`config.mk`:
```
export PLATFORM = sky130hd
export DESIGN_NAME = if_id_fetch_stage
export DESIGN_NICKNAME = d
export VERILOG_FILES = /design/src/rtl/if_id_fetch_stage.sv
export SDC_FILE = /design/constraint.sdc
export NUM_CORES = 1
export LEC_CHECK = 0
export ABC_CLOCK_PERIOD_IN_PS = 4660
export CORE_MARGIN = 2
export CORE_UTILIZATION = 35
export CTS_BUF_LIST = sky130_fd_sc_hd__clkbuf_4 sky130_fd_sc_hd__clkbuf_8 sky130_fd_sc_hd__clkbuf_16
export CTS_CLUSTER_DIAMETER = 60
export DETAILED_ROUTE_END_ITERATION = 10
export GPL_ROUTABILITY_DRIVEN = 0
export PLACE_DENSITY_LB_ADDON = 0.05
export SYNTH_ARGS = -nofsm -noshare
export SYNTH_HDL_FRONTEND = slang
export SYNTH_SLANG_ARGS = --single-unit
```
`constraint.sdc`:
```
create_clock -name clk_i -period 4.66 [get_ports clk_i]
set_input_delay 0.932 -clock clk_i [delete_from_list [all_inputs] [get_ports clk_i]]
set_output_delay 0.932 -clock clk_i [all_outputs]
set_load 0.005 [all_outputs]
```
`src/rtl/if_id_fetch_stage.sv`:
```
// Instruction fetch + IF/ID pipeline register: PC, req/ack imem handshake, redirect and stall absorption.
// Latency: IF/ID loads one edge after imem_ack_i; one instruction per cycle when ack coincides with req.
// Backpressure: a decode stall holding a live word parks the next fetched word in a hold buffer (req drops).
// Optional: define IFID_PERF_CNT_EN to add fetch_cnt_o, a saturating count of words loaded into IF/ID.
module if_id_fetch_stage #(
  parameter logic [31:0] PC_RESET = 32'h0000_0000
) (
  input  logic        clk_i,
  input  logic        rst_i,
  output logic        imem_req_o,
  output logic [31:0] imem_addr_o,
  input  logic        imem_ack_i,
  input  logic [31:0] imem_data_i,
  input  logic        stall_i,
  input  logic        flush_i,
  input  logic        redirect_i,
  input  logic [31:0] redirect_pc_i,
  output logic        ifid_valid_o,
  output logic [31:0] ifid_instr_o,
  output logic [31:0] ifid_pc4_o,
  output logic [15:0] ifid_imm16_o
`ifdef IFID_PERF_CNT_EN
  ,output logic [31:0] fetch_cnt_o
`endif
);

  typedef enum logic [1:0] {
    S_IDLE = 2'd0,
    S_REQ  = 2'd1,
    S_HOLD = 2'd2,
    S_DROP = 2'd3
  } state_t;

  // PC values are word aligned; the low two bits are forced to zero.
  localparam logic [31:0] PC_RESET_ALIGNED = PC_RESET & 32'hFFFF_FFFC;

  state_t      state_q, state_d;
  logic [31:0] pc_q, pc_d;
  logic [31:0] tgt_q, tgt_d;          // redirect target saved while the old fetch drains
  logic [31:0] buf_instr_q, buf_instr_d;
  logic [31:0] buf_pc4_q, buf_pc4_d;

  logic        valid_q, valid_d;
  logic [31:0] instr_q, instr_d;
  logic [31:0] pc4_q, pc4_d;

  logic        load_vld;              // a word is offered to IF/ID this cycle
  logic [31:0] load_instr;
  logic [31:0] load_pc4;
  logic        stall_eff;
  logic [31:0] pc_plus4;
  logic [31:0] redir_tgt;

  // A stall only holds IF/ID when there is something worth holding; an empty
  // register always accepts a new word.
  assign stall_eff = stall_i & valid_q;
  assign pc_plus4  = pc_q + 32'd4;
  assign redir_tgt = redirect_pc_i & 32'hFFFF_FFFC;

  // Fetch FSM next-state, PC update and hold-buffer/target capture.
  always_comb begin
    state_d     = state_q;
    pc_d        = pc_q;
    tgt_d       = tgt_q;
    buf_instr_d = buf_instr_q;
    buf_pc4_d   = buf_pc4_q;
    load_vld    = 1'b0;
    load_instr  = imem_data_i;
    load_pc4    = pc_plus4;
    case (state_q)
      S_IDLE: begin
        state_d = S_REQ;
        if (redirect_i) begin
          pc_d = redir_tgt;
        end
      end
      S_REQ: begin
        if (imem_ack_i) begin
          if (redirect_i) begin
            // Word belongs to the wrong path; restart at the target.
            pc_d = redir_tgt;
          end else if (stall_eff) begin
            buf_instr_d = imem_data_i;
            buf_pc4_d   = pc_plus4;
            pc_d        = pc_plus4;
            state_d     = S_HOLD;
          end else begin
            load_vld = 1'b1;
            pc_d     = pc_plus4;
          end
        end else if (redirect_i) begin
          // The request in flight cannot be withdrawn; remember where to go.
          tgt_d   = redir_tgt;
          state_d = S_DROP;
        end
      end
      S_HOLD: begin
        if (redirect_i) begin
          pc_d    = redir_tgt;
          state_d = S_REQ;
        end else if (!stall_i) begin
          load_vld   = 1'b1;
          load_instr = buf_instr_q;
          load_pc4   = buf_pc4_q;
          state_d    = S_REQ;
        end
      end
      S_DROP: begin
        if (redirect_i) begin
          tgt_d = redir_tgt;
        end
        if (imem_ack_i) begin
          pc_d    = redirect_i ? redir_tgt : tgt_q;
          state_d = S_REQ;
        end
      end
      default: begin
        state_d = S_IDLE;
      end
    endcase
  end

  // IF/ID register next value: flush beats stall beats load; otherwise a bubble.
  always_comb begin
    valid_d = valid_q;
    instr_d = instr_q;
    pc4_d   = pc4_q;
    if (flush_i) begin
      valid_d = 1'b0;
    end else if (stall_eff) begin
      valid_d = valid_q;
    end else if (load_vld) begin
      valid_d = 1'b1;
      instr_d = load_instr;
      pc4_d   = load_pc4;
    end else begin
      valid_d = 1'b0;
    end
  end

  // State, PC, hold buffer and IF/ID registers.
  always_ff @(posedge clk_i or negedge rst_i) begin
    if (!rst_i) begin
      state_q     <= S_IDLE;
      pc_q        <= PC_RESET_ALIGNED;
      tgt_q       <= 32'd0;
      buf_instr_q <= 32'd0;
      buf_pc4_q   <= 32'd0;
      valid_q     <= 1'b0;
      instr_q     <= 32'd0;
      pc4_q       <= 32'd0;
    end else begin
      state_q     <= state_d;
      pc_q        <= pc_d;
      tgt_q       <= tgt_d;
      buf_instr_q <= buf_instr_d;
      buf_pc4_q   <= buf_pc4_d;
      valid_q     <= valid_d;
      instr_q     <= instr_d;
      pc4_q       <= pc4_d;
    end
  end

  assign imem_req_o   = (state_q == S_REQ) || (state_q == S_DROP);
  assign imem_addr_o  = pc_q;
  assign ifid_valid_o = valid_q;
  assign ifid_instr_o = instr_q;
  assign ifid_pc4_o   = pc4_q;
  assign ifid_imm16_o = instr_q[15:0];

`ifdef IFID_PERF_CNT_EN
  logic [31:0] fetch_cnt_q;
  logic        cnt_inc;

  // Only words that actually land in IF/ID as valid are counted.
  assign cnt_inc = load_vld & ~flush_i & ~stall_eff;

  // Saturating delivered-word counter.
  always_ff @(posedge clk_i or negedge rst_i) begin
    if (!rst_i) begin
      fetch_cnt_q <= 32'd0;
    end else if (cnt_inc && (fetch_cnt_q != 32'hFFFF_FFFF)) begin
      fetch_cnt_q <= fetch_cnt_q + 32'd1;
    end
  end

  assign fetch_cnt_o = fetch_cnt_q;
`endif

endmodule

```
==> impl_metrics.csv <==
group,metric,value,unit
status,status,"complete, no violations",
clock_network,htreeDepth,4,
synth,ys_dominant_reg_cell,"dfrtp_1",
synth,total_number_of_yosys_warnings,0,
placed_design,place_area,11800,sq um
grt,number_of_antenna_violations_at_the_first_check_in_global_routing,0,
critical_path,path_max_fanout,30,
hold_path,worstHoldPathType,"reg2reg",
die,floorplan.rows,61,
sta,fin_worst_skew,20.2,ps
sta,tightestPinTransition,1070,ps
detailed_routing,drc,0,
finish,diodes,0,
synth,synthTopCellsByCount,"nand2_1, dfrtp_1, nor2_1, o21ai_0, a21oi_1",
critical_path,worstSetupEndpointType,"primary output",
clock_network,tritoncts,"yes",
critical_path,cpLargestDelayFamily,"buffers and inverters",
placed_design,number_of_input_and_output_port_buffers_inserted,181,
placed_design,hpwlAfterDp,19500,um
grt,overflow,0,
clock_network,post_cts.repair.setup_buffers,0,
grt,number_of_global_route_vias_before_repair,7762,
job,drv.max_cap_violation_count,0,
grt,grt_start_max_net_pins,109,
synth,postSynthCellCount,1104,
die,floorplan.core_area,27700,sq um
critical_path,worstPathRequired,3730,ps
critical_path,crit_chain,"inv_1 -> ha_1 -> buf_4 -> nor2_1 -> inv_1 -> clkdlybuf4s50_1",
die,initial_core_util,35.5,%
grt,grt_pass1_wl,45500,um
finish,finish.utilization,44.8,%
sta,timing.hold.ws,473,ps
synth,synth_top_cell_area_share,49.7,%
placed_design,place_ws,1190,ps
detailed_routing,post_drt_via_cell_ratio,5.10,
grt,fraction_of_met3_tracks_used_by_global_routing,3.47,%
detailed_routing,vias,8239,
die,die_area,29400,sq um
grt,use_met2,29.8,%
critical_path,max_stage_delay,480,ps
sta,postLayoutSetupSlackWorst,1390,ps
clock_network,numCtsBuffers,17,
synth,synth.largest_area_cell,"dfrtp_1",
die,io-pin-count,184,
synth,async_flop_share,100,%
detailed_routing,route.antenna.remaining_nets,0,
clock_network,numClockSinks,195,
synth,mean_post_synth_cell_area,8.90,sq um
sta,report.final.hold_viol_count,0,
detailed_routing,finalWirelength,28700,um
power_and_ir_drop,p_leak,5.35,nW
sta,max_slew_margin,28.3,%
synth,synth.cell_area,9830,sq um
synth,synth-edff-count,0,
clock_network,cts_repair_resize_count,0,
critical_path,most_repeated_library_cell_on_the_critical_path,"inv_1",
synth,netlist-cell-type-count,64,
grt,global_router_s_overall_resource_usage,19.9,%
finish,syn2layout_area_growth,26.3,%
clock_network,ctsHoldBuffers,0,
sta,slew_violations,0,
sta,rsz0062_at_grt,"false",
finish,final_net_count,1300,
die,fp.dieW,172,um
finish,nFillCells,2745,
clock_network,cts.clk_slew.worst_paths,80,ps
detailed_routing,first_iter_violations,595,
clock_network,clock_insertion_delay_worst_skew,440,ps
power_and_ir_drop,ir_drop,0.241,mV
sta,fmax,306,MHz
grt,gr-usage-met1,30.0,%
clock_network,cts-root-to-sink-buffers,2,
clock_network,cts.root.buffer_cell,"clkbuf_16",
synth,postSynthNetCount,1179,
detailed_routing,drt_pre_antenna_iters,5,
critical_path,crit_path_top_delay_cell,"clkdlybuf4s50_1",
detailed_routing,wl_per_cell,17.7,um
power_and_ir_drop,power.density,629,nW/um^2
critical_path,timing.critical_path.arrival,2330,ps
die,chipHeight,172,um
sta,min_period,3270,ps
critical_path,timing_worst_setup_path_type,"reg2out",
finish,final_design_area_no_fill,12400,sq um
synth,synth_area_leaders,"dfrtp_1, nand2_1, mux2_2",
sta,setup_viol,0,
grt,busiest_layer,"met1",
critical_path,critical_path.startpoint_type,"register",
sta,final_cycle_utilization_of_the_critical_path,70.1,%
synth,most_numerous_cell_in_the_yosys_netlist,"nand2_1",
critical_path,timing.critical_path.buf_inv,4,
synth,synth_sequential_area_ratio,49.7,%
sta,totalNegativeSetupSlack,0,ps
finish,drive_above_1_share,8.97,%
synth,synth-seq-cells,195,
## metal layers
layer	up-vias	part of all wire (%)
met5	-	0
met4	0	1.2
met3	17	5.3
met2	246	44
met1	3888	50
li1	4088	-
## tightest hold or removal path: stages, from the launching register on
cell	delay, ps
dfrtp_1	340
nand2_1	50
nand2_1	50
## cell usage in the layout (no fill, tap or decap), types with 6 or more instances in the layout
cell type / n
a221oi_1: 11
dfrtp_1: 195
a2bb2oi_1: 6
nand2_1: 261
a21oi_1: 56
o2bb2ai_1: 6
nand4_1: 14
buf_4: 18
o31ai_1: 10
mux2_2: 41
xnor2_1: 9
and3_1: 15
nor3_1: 26
a211oi_1: 8
clkbuf_16: 17
clkdlybuf4s50_1: 179
a31oi_1: 41
nor2_1: 100
xor2_1: 10
o21ai_0: 71
and2_1: 7
nand3_1: 16
inv_1: 15
## power by group
part / switching (mW) / internal, mW
sequential: 0.594 / 2.39
clock: 0.755 / 0.736
combinational: 1.60 / 1.74
## cell families after synthesis
| family | after synthesis | share of synthesized area [%] |
|---|---|---|
| fa+ha+maj | 5 | 0.637 |
| xor+xnor | 19 | 1.69 |
| simple gates | 472 | 21.2 |
| mux | 46 | 5.21 |
| flops | 195 | 49.7 |
| compound gates | 254 | 16.2 |
| buf+inv | 113 | 5.40 |
## sequential cells by signal, summed over array words and instances, names as in the netlist
signal / flops
buf_pc4_q: 32
ifid_valid_o: 1
ifid_instr_o: 32
state_q: 2
buf_instr_q: 32
tgt_q: 32
ifid_pc4_o: 32
imem_addr_o: 32
## metrics by stage
stage	power, mW	std cells
3_3_place_gp	6.32	1584
6_report	7.81	1616
4_1_cts	7.90	1616
3_5_place_dp	6.37	1584
2_1_floorplan	4.77	1104
5_1_grt	8.42	1616
## final cells by class
cell class / instances / area, sq um / area share [%]
Clock buffer: 18 / 439 / 3.54
Tap cell: 378 / 473 / 3.81
Clock inverter: 14 / 156 / 1.26
Multi-Input combinational cell: 796 / 4460 / 35.9
Inverter: 16 / 60.1 / 0.484
Timing Repair Buffer: 199 / 1950 / 15.7
Sequential cell: 195 / 4880 / 39.3
## worst paths after layout
| path | cells after the start | slack [ps] | from | to |
|---|---|---|---|---|
| min in group asynchronous | 1 | 590 | rst_i | ifid_instr_o[6] |
| worst min register to register | 2 | 470 | buf_pc4_q[9] | buf_pc4_q[9] |
| worst max register to register | 7 | 1660 | state_q[0] | ifid_pc4_o[20] |
| worst max-delay path | 6 | 1390 | state_q[1] | imem_req_o |
| worst min-delay path | 2 | 470 | buf_pc4_q[9] | buf_pc4_q[9] |
| max in group asynchronous | 2 | 2950 | rst_i | imem_addr_o[12] |
(Power assumes the default switching activity.)
